==> config.mk <==
export PLATFORM = sky130hd
export DESIGN_NAME = fetch_unit
export DESIGN_NICKNAME = d
export VERILOG_FILES = /design/src/rtl/fetch_pkg.sv /design/src/rtl/fetch_queue.sv /design/src/rtl/fetch_unit.sv
export SDC_FILE = /design/constraint.sdc
export NUM_CORES = 1
export LEC_CHECK = 0
export ABC_AREA = 0
export CAP_MARGIN = 40
export CORE_MARGIN = 4
export CORE_UTILIZATION = 55
export DETAILED_ROUTE_END_ITERATION = 10
export PLACE_DENSITY_LB_ADDON = 0.05
export SLEW_MARGIN = 20
export SYNTH_ARGS = -nofsm -noshare
export SYNTH_HDL_FRONTEND = slang
export SYNTH_SLANG_ARGS = --single-unit
export TNS_END_PERCENT = 10
==> constraint.sdc <==
create_clock -name clk -period 9.1 [get_ports clk]
set_input_delay 1.82 -clock clk [delete_from_list [all_inputs] [get_ports clk]]
set_output_delay 1.82 -clock clk [all_outputs]
set_load 0.005 [all_outputs]
==> src/rtl/fetch_pkg.sv <==
// fetch_pkg: shared types and constants for the instruction fetch stage
package fetch_pkg;

  localparam logic [31:0] DEFAULT_RESET_PC = 32'h0000_0000;
  localparam logic [31:0] PC_STEP          = 32'd4;

  typedef enum logic [1:0] {
    IDLE = 2'd0,
    WAIT = 2'd1,
    DROP = 2'd2
  } state_e;

  typedef struct packed {
    logic [31:0] pc;
    logic [31:0] inst;
  } entry_t;

endpackage

==> src/rtl/fetch_queue.sv <==
// fetch_queue: small circular FIFO of {pc, inst}; flush beats push and pop
module fetch_queue
  import fetch_pkg::*;
#(
  parameter int DEPTH = 2
) (
  input  logic       clk,
  input  logic       rst,
  input  logic       push,
  input  logic       pop,
  input  logic       flush,
  input  entry_t     din,
  output logic [2:0] count,
  output entry_t     head
);

  entry_t     mem_q [4];
  logic [1:0] rd_q;
  logic [1:0] wr_q;
  logic [2:0] cnt_q;

  function automatic logic [1:0] inc(input logic [1:0] p);
    return (p == 2'(DEPTH - 1)) ? 2'd0 : p + 2'd1;
  endfunction

  // Storage array carries no reset; validity is tracked by the count alone
  always_ff @(posedge clk) begin
    if (push && !flush) mem_q[wr_q] <= din;
  end

  // Pointers and occupancy, cleared by reset or flush
  always_ff @(posedge clk or posedge rst) begin
    if (rst) begin
      rd_q  <= '0;
      wr_q  <= '0;
      cnt_q <= '0;
    end else if (flush) begin
      rd_q  <= '0;
      wr_q  <= '0;
      cnt_q <= '0;
    end else begin
      if (push) wr_q <= inc(wr_q);
      if (pop) rd_q <= inc(rd_q);
      cnt_q <= cnt_q + {2'b0, push} - {2'b0, pop};
    end
  end

  // Head reads as zero when empty so downstream never sees stale entries
  always_comb begin
    count = cnt_q;
    head  = (cnt_q == 3'd0) ? '0 : mem_q[rd_q];
  end

endmodule

==> src/rtl/fetch_unit.sv <==
// fetch_unit: RV32 fetch stage; optional stall counter under FETCH_PERF_CNT_EN
module fetch_unit
  import fetch_pkg::*;
#(
  parameter logic [31:0] RESET_PC    = DEFAULT_RESET_PC,
  parameter int          QUEUE_DEPTH = 2
) (
  input  logic        clk,
  input  logic        rst,
  output logic        imem_req,
  output logic [31:0] imem_addr,
  input  logic        imem_ack,
  input  logic [31:0] imem_rdata,
  input  logic        redirect_valid,
  input  logic [31:0] redirect_pc,
  output logic        inst_valid,
  input  logic        inst_ready,
  output logic [31:0] inst,
  output logic [31:0] inst_pc
`ifdef FETCH_PERF_CNT_EN
  ,
  output logic [31:0] stall_cnt
`endif
);

  state_e      state_q, state_d;
  logic [31:0] pc_q, pc_d;
  logic [31:0] req_addr_q, req_addr_d;
  logic [2:0]  count;
  entry_t      head;
  logic        can_issue;
  logic        push;
  logic        pop;

  assign can_issue = count < 3'(QUEUE_DEPTH);
  assign push      = (state_q == WAIT) && imem_ack && !redirect_valid;
  assign pop       = inst_valid && inst_ready && !redirect_valid;

  fetch_queue #(.DEPTH(QUEUE_DEPTH)) u_queue (
    .clk   (clk),
    .rst   (rst),
    .push  (push),
    .pop   (pop),
    .flush (redirect_valid),
    .din   ({req_addr_q, imem_rdata}),
    .count (count),
    .head  (head)
  );

  // State, PC and outstanding request address registers
  always_ff @(posedge clk or posedge rst) begin
    if (rst) begin
      state_q    <= IDLE;
      pc_q       <= RESET_PC;
      req_addr_q <= '0;
    end else begin
      state_q    <= state_d;
      pc_q       <= pc_d;
      req_addr_q <= req_addr_d;
    end
  end

  // Next state: a redirect mid-request must still wait out the memory ack in DROP
  always_comb begin
    state_d = state_q;
    if (state_q == IDLE) state_d = (!redirect_valid && can_issue) ? WAIT : IDLE;
    else if (state_q == WAIT) state_d = imem_ack ? IDLE : (redirect_valid ? DROP : WAIT);
    else if (state_q == DROP) state_d = imem_ack ? IDLE : DROP;
    else state_d = IDLE;
  end

  // PC and request address next values; redirect always wins over sequential advance
  always_comb begin
    pc_d       = redirect_valid ? (redirect_pc & ~32'h3) : (push ? req_addr_q + PC_STEP : pc_q);
    req_addr_d = (state_q == IDLE && state_d == WAIT) ? pc_q : req_addr_q;
  end

  // Outputs decoded purely from registers
  always_comb begin
    imem_req   = (state_q == WAIT) || (state_q == DROP);
    imem_addr  = req_addr_q;
    inst_valid = count != 3'd0;
    inst       = head.inst;
    inst_pc    = head.pc;
  end

`ifdef FETCH_PERF_CNT_EN
  logic [31:0] stall_q;

  // Counts cycles where decode is ready but nothing is buffered, saturating
  always_ff @(posedge clk or posedge rst) begin
    if (rst) stall_q <= '0;
    else if (!inst_valid && inst_ready && stall_q != 32'hFFFF_FFFF) stall_q <= stall_q + 32'd1;
  end

  assign stall_cnt = stall_q;
`endif

endmodule

## Yosys cells after proc, flatten, opt, wreduce, memory -nomap -nowiden

Memories as Yosys holds them, arrays and structs flattened.
Cells that the tools add are included.

| word-level totals | value |
|---|---|
| logic and storage cells | 51 |
| RAM bits | 256 |
| output and inout port bits | 98 |
| memories kept | 1 |
| bits in latches | 0 |
| memory bits (read-only) | 0 |
| register bits | 73 |
| bits of input ports | 69 |

| operators by class | value |
|---|---|
| shift operators | 0 |
| $mul | 0 |
| div/mod/pow operators | 0 |
| equality and inequality tests | 5 |
| bitwise logic cells | 0 |
| reduce and logical (&&, ||, !) cells | 14 |
| mux-type cells | 19 |
| add/sub/neg operators | 5 |
| $lt $le $gt $ge | 1 |

Memory list:

| memory | depth | width | rd ports | clocked after memory_dff | write ports | line | RTL |
|---|---|---|---|---|---|---|---|
| u_queue.mem_q | 4 | 64 | 1 | 0 | 1 | fetch_queue.sv:17 | `entry_t mem_q [4];` |

Operators by type and width:

| cell | number |
|---|---|
| 32-bit two-way mux | 2 |
| 64-bit two-way mux | 1 |
| 32-bit by 3-bit adder with 32-bit output, second input constant | 1 |
| 2-bit two-way mux | 12 |
| 2-bit by 1-bit == test with 1-bit output, second input constant | 4 |
| 1-bit logical AND | 7 |
| 2-bit by 1-bit adder with 2-bit output, second input constant | 2 |
| 2-bit nonzero test | 2 |
| 3-bit by 1-bit adder with 3-bit output | 1 |
| 3-bit logical NOT | 1 |
| 3-bit by 2-bit < comparator with 1-bit output, second input constant | 1 |
| 1-bit two-way mux | 3 |
| 3-bit two-way mux | 1 |
| 3-bit nonzero test | 1 |
| 3-bit by 1-bit subtractor with 3-bit output | 1 |
| 2-bit == test, second input constant | 1 |
| 2-bit logical NOT | 1 |
| 1-bit logical NOT | 1 |
| 1-bit logical OR | 1 |

## Longest topological paths before layout

Gate-level depths: netlist of run 1.

| logic depth | value |
|---|---|
| depth after elaboration | 6 |
| mapped depth | 12 |
| gate-level depth less buffers | 11 |

## By module

From an unflattened synthesis of run 1, not the netlist that was laid out.

| second synthesis, totals | value |
|---|---|
| cell total of the unflattened synthesis | 773 |
| area, all modules | 13432.9 um^2 |

Modules (own cells, without submodules):

| module | cells an instance | instances | area an instance (um^2) | sequential area each (um^2) |
|---|---|---|---|---|
| fetch_queue | 437 | 1 | 10019.6 | 7862.5 |
| fetch_unit | 336 | 1 | 3413.3 | 1651.6 |

## Worst setup path before layout of run 1

OpenSTA, ideal clock, no wires.

| timing | value |
|---|---|
| kind | input-to-reg |
| start | input port imem_ack |
| end | memory u_queue.mem_q[2][0] (netlist bit) (enable) |
| path buffers | 1 |
| setup slack | 1582 ps |
| stages | 4 |
| required time | 8522 ps |
| arrival | 6940 ps |
| cells stage by stage | and2_1 > nand2b_1 > clkbuf_1 > nor3b_1 |

| on the way | value |
|---|---|
| word-level cells in the longest chain between the ends | 5 |

Ends and longest elaborated chain:

| element | line | RTL |
|---|---|---|
| start, declared | fetch_unit.sv:12 | `input logic imem_ack,` |
| 1-bit logical AND (2 in a row) | fetch_unit.sv:36 | `assign push = (state_q == WAIT) && imem_ack && !redirect_valid;` |
| 1-bit logical AND | fetch_queue.sv:28 | `if (push && !flush) mem_q[wr_q] <= din;` |
| 1-bit two-way mux | fetch_queue.sv:28 |  |
| 1-bit two-way mux (not written as such) | fetch_queue.sv:28 |  |
| end, declared | fetch_queue.sv:17 |  |

Every way passes these cells.

## Worst setup path after layout of run 1

| timing | value |
|---|---|
| start | register u_queue.rd_q[0] |
| end | output port inst_pc[13] |

| on the way | value |
|---|---|
| word-level cells in the longest chain between the ends | 2 |

Ends and longest elaborated chain:

| element | line | RTL |
|---|---|---|
| start, declared | fetch_queue.sv:18 | `logic [1:0] rd_q;` |
| start signal, assigned | fetch_queue.sv:43 | `if (pop) rd_q <= inc(rd_q);` |
| memory 4 x 64 bit | -- |  |
| 64-bit two-way mux | fetch_queue.sv:51 | `head = (cnt_q == 3'd0) ? '0 : mem_q[rd_q];` |
| end, declared | fetch_unit.sv:19 | `output logic [31:0] inst_pc` |

Every way passes these cells.

==> results of run 1 <==
[layer usage]
| layer | track usage (%) | up-vias |
|---|---|---|
| li1 | - | 3312 |
| met1 | 29.5 | 3775 |
| met2 | 34.7 | 264 |
| met3 | 3.56 | 40 |
| met4 | 6.14 | 0 |
| met5 | 0 | - |
[cell families after synthesis]
logic type,Yosys count
AO/OA/AOI/OAI,52
XOR/XNOR,26
adder cells (fa/ha/maj),8
buffers and inverters,52
flip-flops,329
multiplexers,100
AND/OR/NAND/NOR,194
[state kept, by name, summed over array words and instances (netlist names)]
name	count
u_queue.wr_q	2
state_q	2
u_queue.rd_q	2
u_queue.count	3
pc_q	32
imem_addr	32
u_queue.mem_q	256
[synth_stat cells, drive strengths merged, types with 6 or more instances]
master,instances
nand2,48
nand4,11
ha,7
nand3,14
nor3b,8
xnor2,11
and3,6
nor2,23
mux4,64
clkbuf,30
o21ai,14
o221ai,12
mux2,32
buf,9
a21oi,17
edfxtp,256
xor2,15
and2,67
inv,13
dfrtp,73
[worst reg2reg max path, stage by stage (launching register included)]
cell and delay [ps]:
dfrtp_1 390, inv_1 80, ha_1 210, and2_1 150, buf_4 290, nand2b_1 260, buf_8 240, inv_1 110
nand2_1 100, nor2_4 480, buf_4 570
[report_power, final]
part           switching [uW]  internal (uW)  total [uW]
clock network             542            861        1400
registers                 236           1840        2080
logic                     493            755        1250
[through the flow]
step / instance area, um2 / std cells / total power [uW] / utilization, %
floorplan: 13300 / 761 / 2690 / -
global placement: 15300 / 1217 / 3310 / 64.8
detailed placement: 15500 / 1224 / 3370 / 65.5
CTS: 16600 / 1287 / 4780 / 70.4
global route: 16700 / 1289 / 4970 / 70.5
finish: 16700 / 1289 / 4730 / 70.5
[worst paths after layout]
kind / end / slack [ps] / start / cells after the start
min in group asynchronous: imem_addr[8] / 1760 / rst / 3
hold reg to reg: imem_addr[7] / 500 / pc_q[7] / 1
max in group asynchronous: u_queue.rd_q[0] / 6730 / rst / 4
setup / recovery: inst_pc[13] / 4180 / u_queue.rd_q[0] / 5
hold / removal: imem_addr[7] / 500 / pc_q[7] / 1
setup reg to reg: u_queue.mem_q[1][48] / 5840 / state_q[1] / 10
[area by class of cell]
| type | instances | area, um2 |
|---|---|---|
| clock buffer | 55 | 1060 |
| clock inverter | 8 | 98.8 |
| fill | 1579 | 6960 |
| inverter | 13 | 48.8 |
| multi-input combinational | 380 | 3610 |
| sequential | 329 | 9520 |
| tap | 319 | 399 |
| timing repair buffer | 185 | 1910 |
[cell usage in the layout (no fill, tap or decap), types with 12 or more instances in the layout]
master | synthesis | layout
a21oi_1 | 17 | 17
and2_1 | 67 | 67
buf_4 | 0 | 12
clkbuf_16 | 0 | 37
clkdlybuf4s50_1 | 0 | 163
dfrtp_1 | 73 | 71
edfxtp_1 | 256 | 256
inv_1 | 13 | 12
mux2_2 | 32 | 32
mux4_2 | 64 | 64
nand2_1 | 48 | 48
nand3_1 | 14 | 13
nor2_1 | 23 | 22
o21ai_0 | 14 | 14
o221ai_1 | 12 | 12
xor2_1 | 15 | 15
==> flow_summary.ini, run 1 <==
[clock_tree]
insertion_delay_ps = 500
cts_tree = built
htree_levels = 2
cts_num_sinks = 329
cts_hold_buf = 0
cts_max_path_buffers = 3
cts_resized = 0
clkSlewWorstSetupHoldPaths_ps = 60
postCtsSetupBuffers = 0
cts_buffers = 35
cts-root-buf = clkbuf_16

[critical_path]
crit_required_ps = 7280
cp_cell_sequence = buf_4 > buf_16 > mux4_2 > and2_1 > clkdlybuf4s50_1
crit_fanout = 35
path_delay_family = buffers and inverters
start_kind = flip-flop
crit_slowest_cell = dfrtp_4
crit_arrival_ps = 3100
max_stage_delay_ps = 720
criticalPathCategory = flip-flop to primary output
crit_buf_inv = 3
cp-end-kind = primary output

[logic_synthesis]
yosys.area_share.simple_pct = 8.04
synth-seq-cells = 329
ys.flop_type = edfxtp_1
synth_xor_area_share_pct = 1.71
synth_compound_gate_area_share_pct = 2.51
synth_top_family_by_area = multiplexers
netlist.area_leader.share_pct = 57.8
synth_seq_area_share_pct = 71.6
synth_warnings = 0
syn_avg_cell_area_um2 = 17.5
synth.area.mux_share_pct = 13.9
ys_types = 41
async_flop_share_pct = 22.2
synth.area.top_cells = edfxtp_1, dfrtp_1, mux4_2, and2_1, mux2_2
yosys.area_share.adder_pct = 0.809
synthCells = 761
synth_top_cell_by_area = edfxtp_1
syn-cell-area_um2 = 13300
syn-num-nets = 838
synth_edf_count = 256

[floorplanning]
dieHeight_um = 163
dieWidth_um = 163
start_util_pct = 56.3
rows = 56
design.core.area_um2 = 23600
die_area_um2 = 26700
ios = 167

[sta]
finalHoldViolations = 0
fmax_ghz = 0.203
drv_slew = 0
final.setup.tns_ps = 0
finalWorstSetupSlack_ps = 4180
finClkSkew_ps = 15.0
tightest_slew_ps = 798
post-route-period-util_pct = 54.1
rsz0062_at_grt = no
finalCriticalPeriod_ps = 4920
hold-worst-slack_ps = 500
setup_viol = 0
max_slew_margin_pct = 46.6

[route]
dr_wl_met3_um = 1740
routedWlPerCell_um = 21.4
final_antenna_net_count = 0
drtIter0Drc = 551
met1_length_um = 11600
met2WireLength_um = 13700
dr.max_layer_used = met4
wirelength_um = 27500
drc = 0
dr.pass1.iters = 5
dr_total_vias = 7391
routed_via_density = 5.73

[global_route]
grt_pass1_vias = 7733
globalRouteTotalUtil_pct = 21.0
grt_max_degree = 77
grt_overflow = 0
antenna_found_initial = 0
grt_pass1_wl_um = 43400

[cells_and_area]
n_antenna_cell = 0
nNetsFinal = 1021
drive_above_1_share_pct = 19.0
synthToLayoutAreaGrowth_pct = 25.2

[power]
irDropWorstVdd_mv = 0.172
p_per_area_nw_per_um2 = 284
power_leakage_uw = 0.00572

[place]
routabilityCongestion = 0.774
port-buffer-count = 164
preCtsSetupSlack_ps = 4140
hpwl_um = 16700

[hold_path]
holdCritPathClass = flip-flop to flip-flop

[flow_run]
drv_cap = 0

[outcome]
status = completed
Note: power is estimated with default switching activity, not from simulation.
==> run 2, diff against run 1 <==
==> constraint.sdc (replaced) <==
create_clock -name clk -period 4.75 [get_ports clk]
set_input_delay 0.95 -clock clk [delete_from_list [all_inputs] [get_ports clk]]
set_output_delay 0.95 -clock clk [all_outputs]
set_load 0.005 [all_outputs]
==> run 2 against run 1 <==
  * Hold slack improved by 1.1 ps
  * Critical path depth did not move
  * Critical endpoint is now inst_pc[5]
  * Final area shrank 0.52%
  * Routed wire length grew 0.70%
  * Clock-buffer cell count is 10 lower
  * First-iteration DRC count down 26%
==> flow_summary.ini, run 2 (synthesis results as in run 1) <==
[power]
irDropWorstVdd_mv = 0.350
sw_frac_of_total_pct = 26.9
combinationalPowerShare_pct = 27.1
p_total_uw = 8960
clkPwrFrac_pct = 28.8
power_switching_uw = 2410
p_per_area_nw_per_um2 = 541
p_seq_share_pct = 44.1
power_leakage_uw = 0.00570
intPower_uw = 6550

[floorplanning]
die_area_um2 = 26700
start_util_pct = 56.3
rows = 56
dieHeight_um = 163
ios = 167
dieWidth_um = 163
design.core.area_um2 = 23600

[critical_path]
crit_start = u_queue.rd_q[0]
reg2reg_slack_ps = 1980
crit_arrival_ps = 2800
start_kind = flip-flop
crit_fanout = 33
crit_slowest_cell = dfrtp_4
criticalPathCategory = flip-flop to primary output
cp-end-kind = primary output
crit_required_ps = 3800
rr_worst_depth = 11
timing.rr.start = u_queue.count[1]
crit_buf_inv = 3
path_delay_family = buffers and inverters
max_stage_delay_ps = 580
cp_cell_sequence = buf_16 > buf_4 > mux4_2 > and2_1 > clkdlybuf4s50_1
rr_endpoint = u_queue.count[2]

[cells_and_area]
regArea_um2 = 9520
postLayoutCoreUtil_pct = 70.2
final_cell_area_um2 = 16600
n_fill_cell = 1551
n_antenna_cell = 0
drive_above_1_share_pct = 18.6
final_cell_mix = edfxtp_1, clkdlybuf4s50_1, dfrtp_1
top_register = u_queue.mem_q
multi_input_area_um2 = 3620
largest_reg_flops = 256
nNetsFinal = 1019
fin_cells = 1287
synthToLayoutAreaGrowth_pct = 24.6
final_common_cell = edfxtp_1

[hold_path]
holdCritPathClass = flip-flop to flip-flop
hold_start = pc_q[9]
min_path_cells = 1
hold-path-endpoint = imem_addr[9]

[global_route]
grt_pass1_wl_um = 43000
antenna_found_initial = 0
grt_max_degree = 67
grt_pass1_vias = 7696
grt_overflow = 0
globalRouteTotalUtil_pct = 21.1

[outcome]
status = completed

[sta]
drv_slew = 0
rsz0062_at_grt = no
fmax_ghz = 0.266
setup_viol = 0
finClkSkew_ps = 12.5
tightest_slew_ps = 785
max_slew_margin_pct = 47.6
post-route-period-util_pct = 79.0
finalCriticalPeriod_ps = 3750
finalHoldViolations = 0

[clock_tree]
htree_levels = 2
insertion_delay_ps = 500
cts_num_sinks = 329
cts_tree = built
cts_resized = 0
cts-root-buf = clkbuf_16
postCtsSetupBuffers = 0
cts_buffers = 34
cts_hold_buf = 0
clkSlewWorstSetupHoldPaths_ps = 60
cts_max_path_buffers = 3

[place]
hpwl_um = 17200
routabilityCongestion = 0.794
port-buffer-count = 164
dp.cells = 1224
placed_cell_area_um2 = 15500

[route]
routed_via_density = 5.74
wirelength_um = 27700
routedWlPerCell_um = 21.5
drtIter0Drc = 406
drc = 0
dr.pass1.iters = 4
final_antenna_net_count = 0
dr_total_vias = 7393

[flow_run]
drv_cap = 0
[run 2: cell types whose count changed in the layout (fill, tap and decap cells not counted), sizes merged]
| cell | delta |
|---|---|
| clkinv | +11 |
| clkbuf | -10 |
| clkinvlp | -2 |
| buf | -1 |
[run 2: stage by stage]
step	setup TNS (ps)	hold WS, ps	worst slack, ps
CTS	0	503	900
global route	0	511	794
finish	0	501	996
detailed placement	0	485	1460
global placement	0	480	1230
floorplan	-97450	472	-1520
[run 2: worst max-delay path by stage]
stage          slack [ps]                   to  cells after the start
4_1_cts               900           inst_pc[5]                      5
5_1_grt               790          inst_pc[30]                      5
3_5_place_dp         1460           inst_pc[3]                      5
2_1_floorplan       -1520  u_queue.mem_q[0][0]                      4
3_3_place_gp         1230           inst_pc[6]                      4
6_report             1000           inst_pc[5]                      5
[run 2: per-layer routing]
metal  wire [um]  GRT usage, %  vias up
met2       14100          35.6      208
met5           0             0        -
met4         352          5.26        0
li1            -             -     3304
met1       11800          29.2     3854
met3        1380          3.58       27
[run 2: power groups by stage]
stage	Clock [uW]	Sequential, uW	Combinational [uW]
after floorplan	0	3870	1290
after global placement	0	4040	2310
after detailed placement	0	4010	2470
after CTS	2640	3950	2490
after global routing	2760	4010	2640
final	2580	3960	2430
[run 2: layout make-up]
class,count,share of cell area [%]
clock buffer,45,5.95
clock inverter,17,0.755
inverter,13,0.295
multi-input combinational,380,21.9
sequential,329,57.5
tap,319,2.41
timing repair buffer,184,11.3
==> run 3, diff against run 2 <==
==> constraint.sdc (replaced) <==
create_clock -name clk -period 3.6 [get_ports clk]
set_input_delay 0.72 -clock clk [delete_from_list [all_inputs] [get_ports clk]]
set_output_delay 0.72 -clock clk [all_outputs]
set_load 0.005 [all_outputs]
==> run 3 against run 2 <==
  * Final area up 0.51%
  * Combinational power up 33%
  * Cell count up 0.39%
==> flow_summary.ini, run 3 (synthesis results as in run 1) <==
[clock_tree]
cts_hold_buf = 0
htree_levels = 2
cts-root-buf = clkbuf_16
cts_resized = 0
insertion_delay_ps = 500
cts_tree = built
cts_max_path_buffers = 3
cts_num_sinks = 329
cts_buffers = 35
clkSlewWorstSetupHoldPaths_ps = 60

[cells_and_area]
final_common_cell = edfxtp_1
largest_reg_flops = 256
final_cell_area_um2 = 16700
n_antenna_cell = 0
nNetsFinal = 1024
regArea_um2 = 9520
drive_above_1_share_pct = 19.1
multi_input_area_um2 = 3620
top_register = u_queue.mem_q
final_cell_mix = edfxtp_1, clkdlybuf4s50_1, dfrtp_1
synthToLayoutAreaGrowth_pct = 25.2
fin_cells = 1292
n_fill_cell = 1588

[sta]
setup_viol = 0
finClkSkew_ps = 12.4
finalWorstSetupSlack_ps = 317
post-route-period-util_pct = 91.2
drv_slew = 0
final.setup.tns_ps = 0
finalCriticalPeriod_ps = 3280
max_slew_margin_pct = 46.3
fmax_ghz = 0.305
tightest_slew_ps = 803
rsz0062_at_grt = no
finalHoldViolations = 0

[critical_path]
criticalPathCategory = flip-flop to primary output
reg2reg_slack_ps = 1090
rr_worst_depth = 12
crit_required_ps = 2880
crit_arrival_ps = 2560
crit_fanout = 11
timing.rr.start = u_queue.count[1]
start_kind = flip-flop
cp-end-kind = primary output
rr_endpoint = u_queue.count[2]

[global_route]
antenna_found_initial = 1
grt_overflow = 0
globalRouteTotalUtil_pct = 21.2
grt_pass1_vias = 7719
grt_max_degree = 67
grt_pass1_wl_um = 43500

[hold_path]
hold-path-endpoint = imem_addr[14]
min_path_cells = 1
holdCritPathClass = flip-flop to flip-flop
hold_start = pc_q[14]

[place]
port-buffer-count = 164
routabilityCongestion = 0.823
preCtsSetupSlack_ps = 626
dp.cells = 1227
hpwl_um = 17200
placed_cell_area_um2 = 15500

[route]
wirelength_um = 27700
routed_via_density = 5.65
final_antenna_net_count = 0
dr_total_vias = 7300
dr.pass1.iters = 4
drtIter0Drc = 517
drc = 0
routedWlPerCell_um = 21.4

[floorplanning]
dieWidth_um = 163
start_util_pct = 56.3
design.core.area_um2 = 23600
dieHeight_um = 163
ios = 167
rows = 56
die_area_um2 = 26700

[outcome]
status = completed

[power]
irDropWorstVdd_mv = 0.493
p_total_uw = 12000
power_leakage_uw = 0.00572
p_per_area_nw_per_um2 = 719

[flow_run]
drv_cap = 0
[run 3: cell count changes in the layout (fill, tap and decap cells not counted)]
cell        previous run  this run
nor4_4                 2         1
bufinv_16              2         3
buf_12                 1         8
clkbuf_1               5         6
nor3_2                 1         0
clkinv_1               8         6
buf_16                 3         0
clkinvlp_4             0         1
inv_6                  0         1
nor4_2                 1         2
clkbuf_8               3         2
nor3_4                 0         1
[run 3: timing repair]
action,4_1_cts,5_1_grt
setup buffers,0,1
endpoints found under the hold margin,0,0
setup endpoints to repair,0,1
[run 3: how the worst max path moves through the flow]
stage | start | to | slack, ps | cells past startpoint
final | u_queue.rd_q[0] | inst[26] | 320 | 4
after global routing | u_queue.rd_q[0] | inst[26] | 160 | 4
after CTS | u_queue.rd_q[0] | inst[26] | 80 | 4
after detailed placement | u_queue.rd_q[0] | inst[26] | 630 | 4
after global placement | u_queue.rd_q[0] | inst[22] | 660 | 4
after floorplan | imem_ack | u_queue.mem_q[0][0] | -480 | 4
[run 3: through the flow]
stage	hold WS [ps]	util, %
detailed placement	489	65.6
CTS	504	70.4
global placement	479	65.6
floorplan	472	-
finish	500	70.5
global route	508	70.5
[run 3: power breakdown]
group | switching [uW] | internal, uW | leakage, uW | total (uW)
logic | 1290 | 1950 | 0.00193 | 3240
clock network | 1370 | 2130 | 0.000561 | 3500
registers | 574 | 4660 | 0.00324 | 5230
total | 3240 | 8740 | 0.00572 | 12000
[run 3: per-layer routing]
metal	up-vias	GRT usage, %	wire length, um
met1	3733	30.0	11600
met2	214	34.6	14000
met5	-	0	12
met3	38	3.91	1600
met4	2	5.60	520
li1	3313	-	-
[run 3: cell type report]
class / count / share of cell area (%)
clock buffer: 45 / 5.86
clock inverter: 18 / 0.984
inverter: 13 / 0.293
multi-input combinational: 380 / 21.7
sequential: 329 / 57.2
tap: 319 / 2.40
timing repair buffer: 188 / 11.5
[run 3: critical path: stages (launching register included)]
cell	delay, ps
dfrtp_4	590
buf_4	310
mux4_2	530
and2_1	180
clkdlybuf4s50_1	450
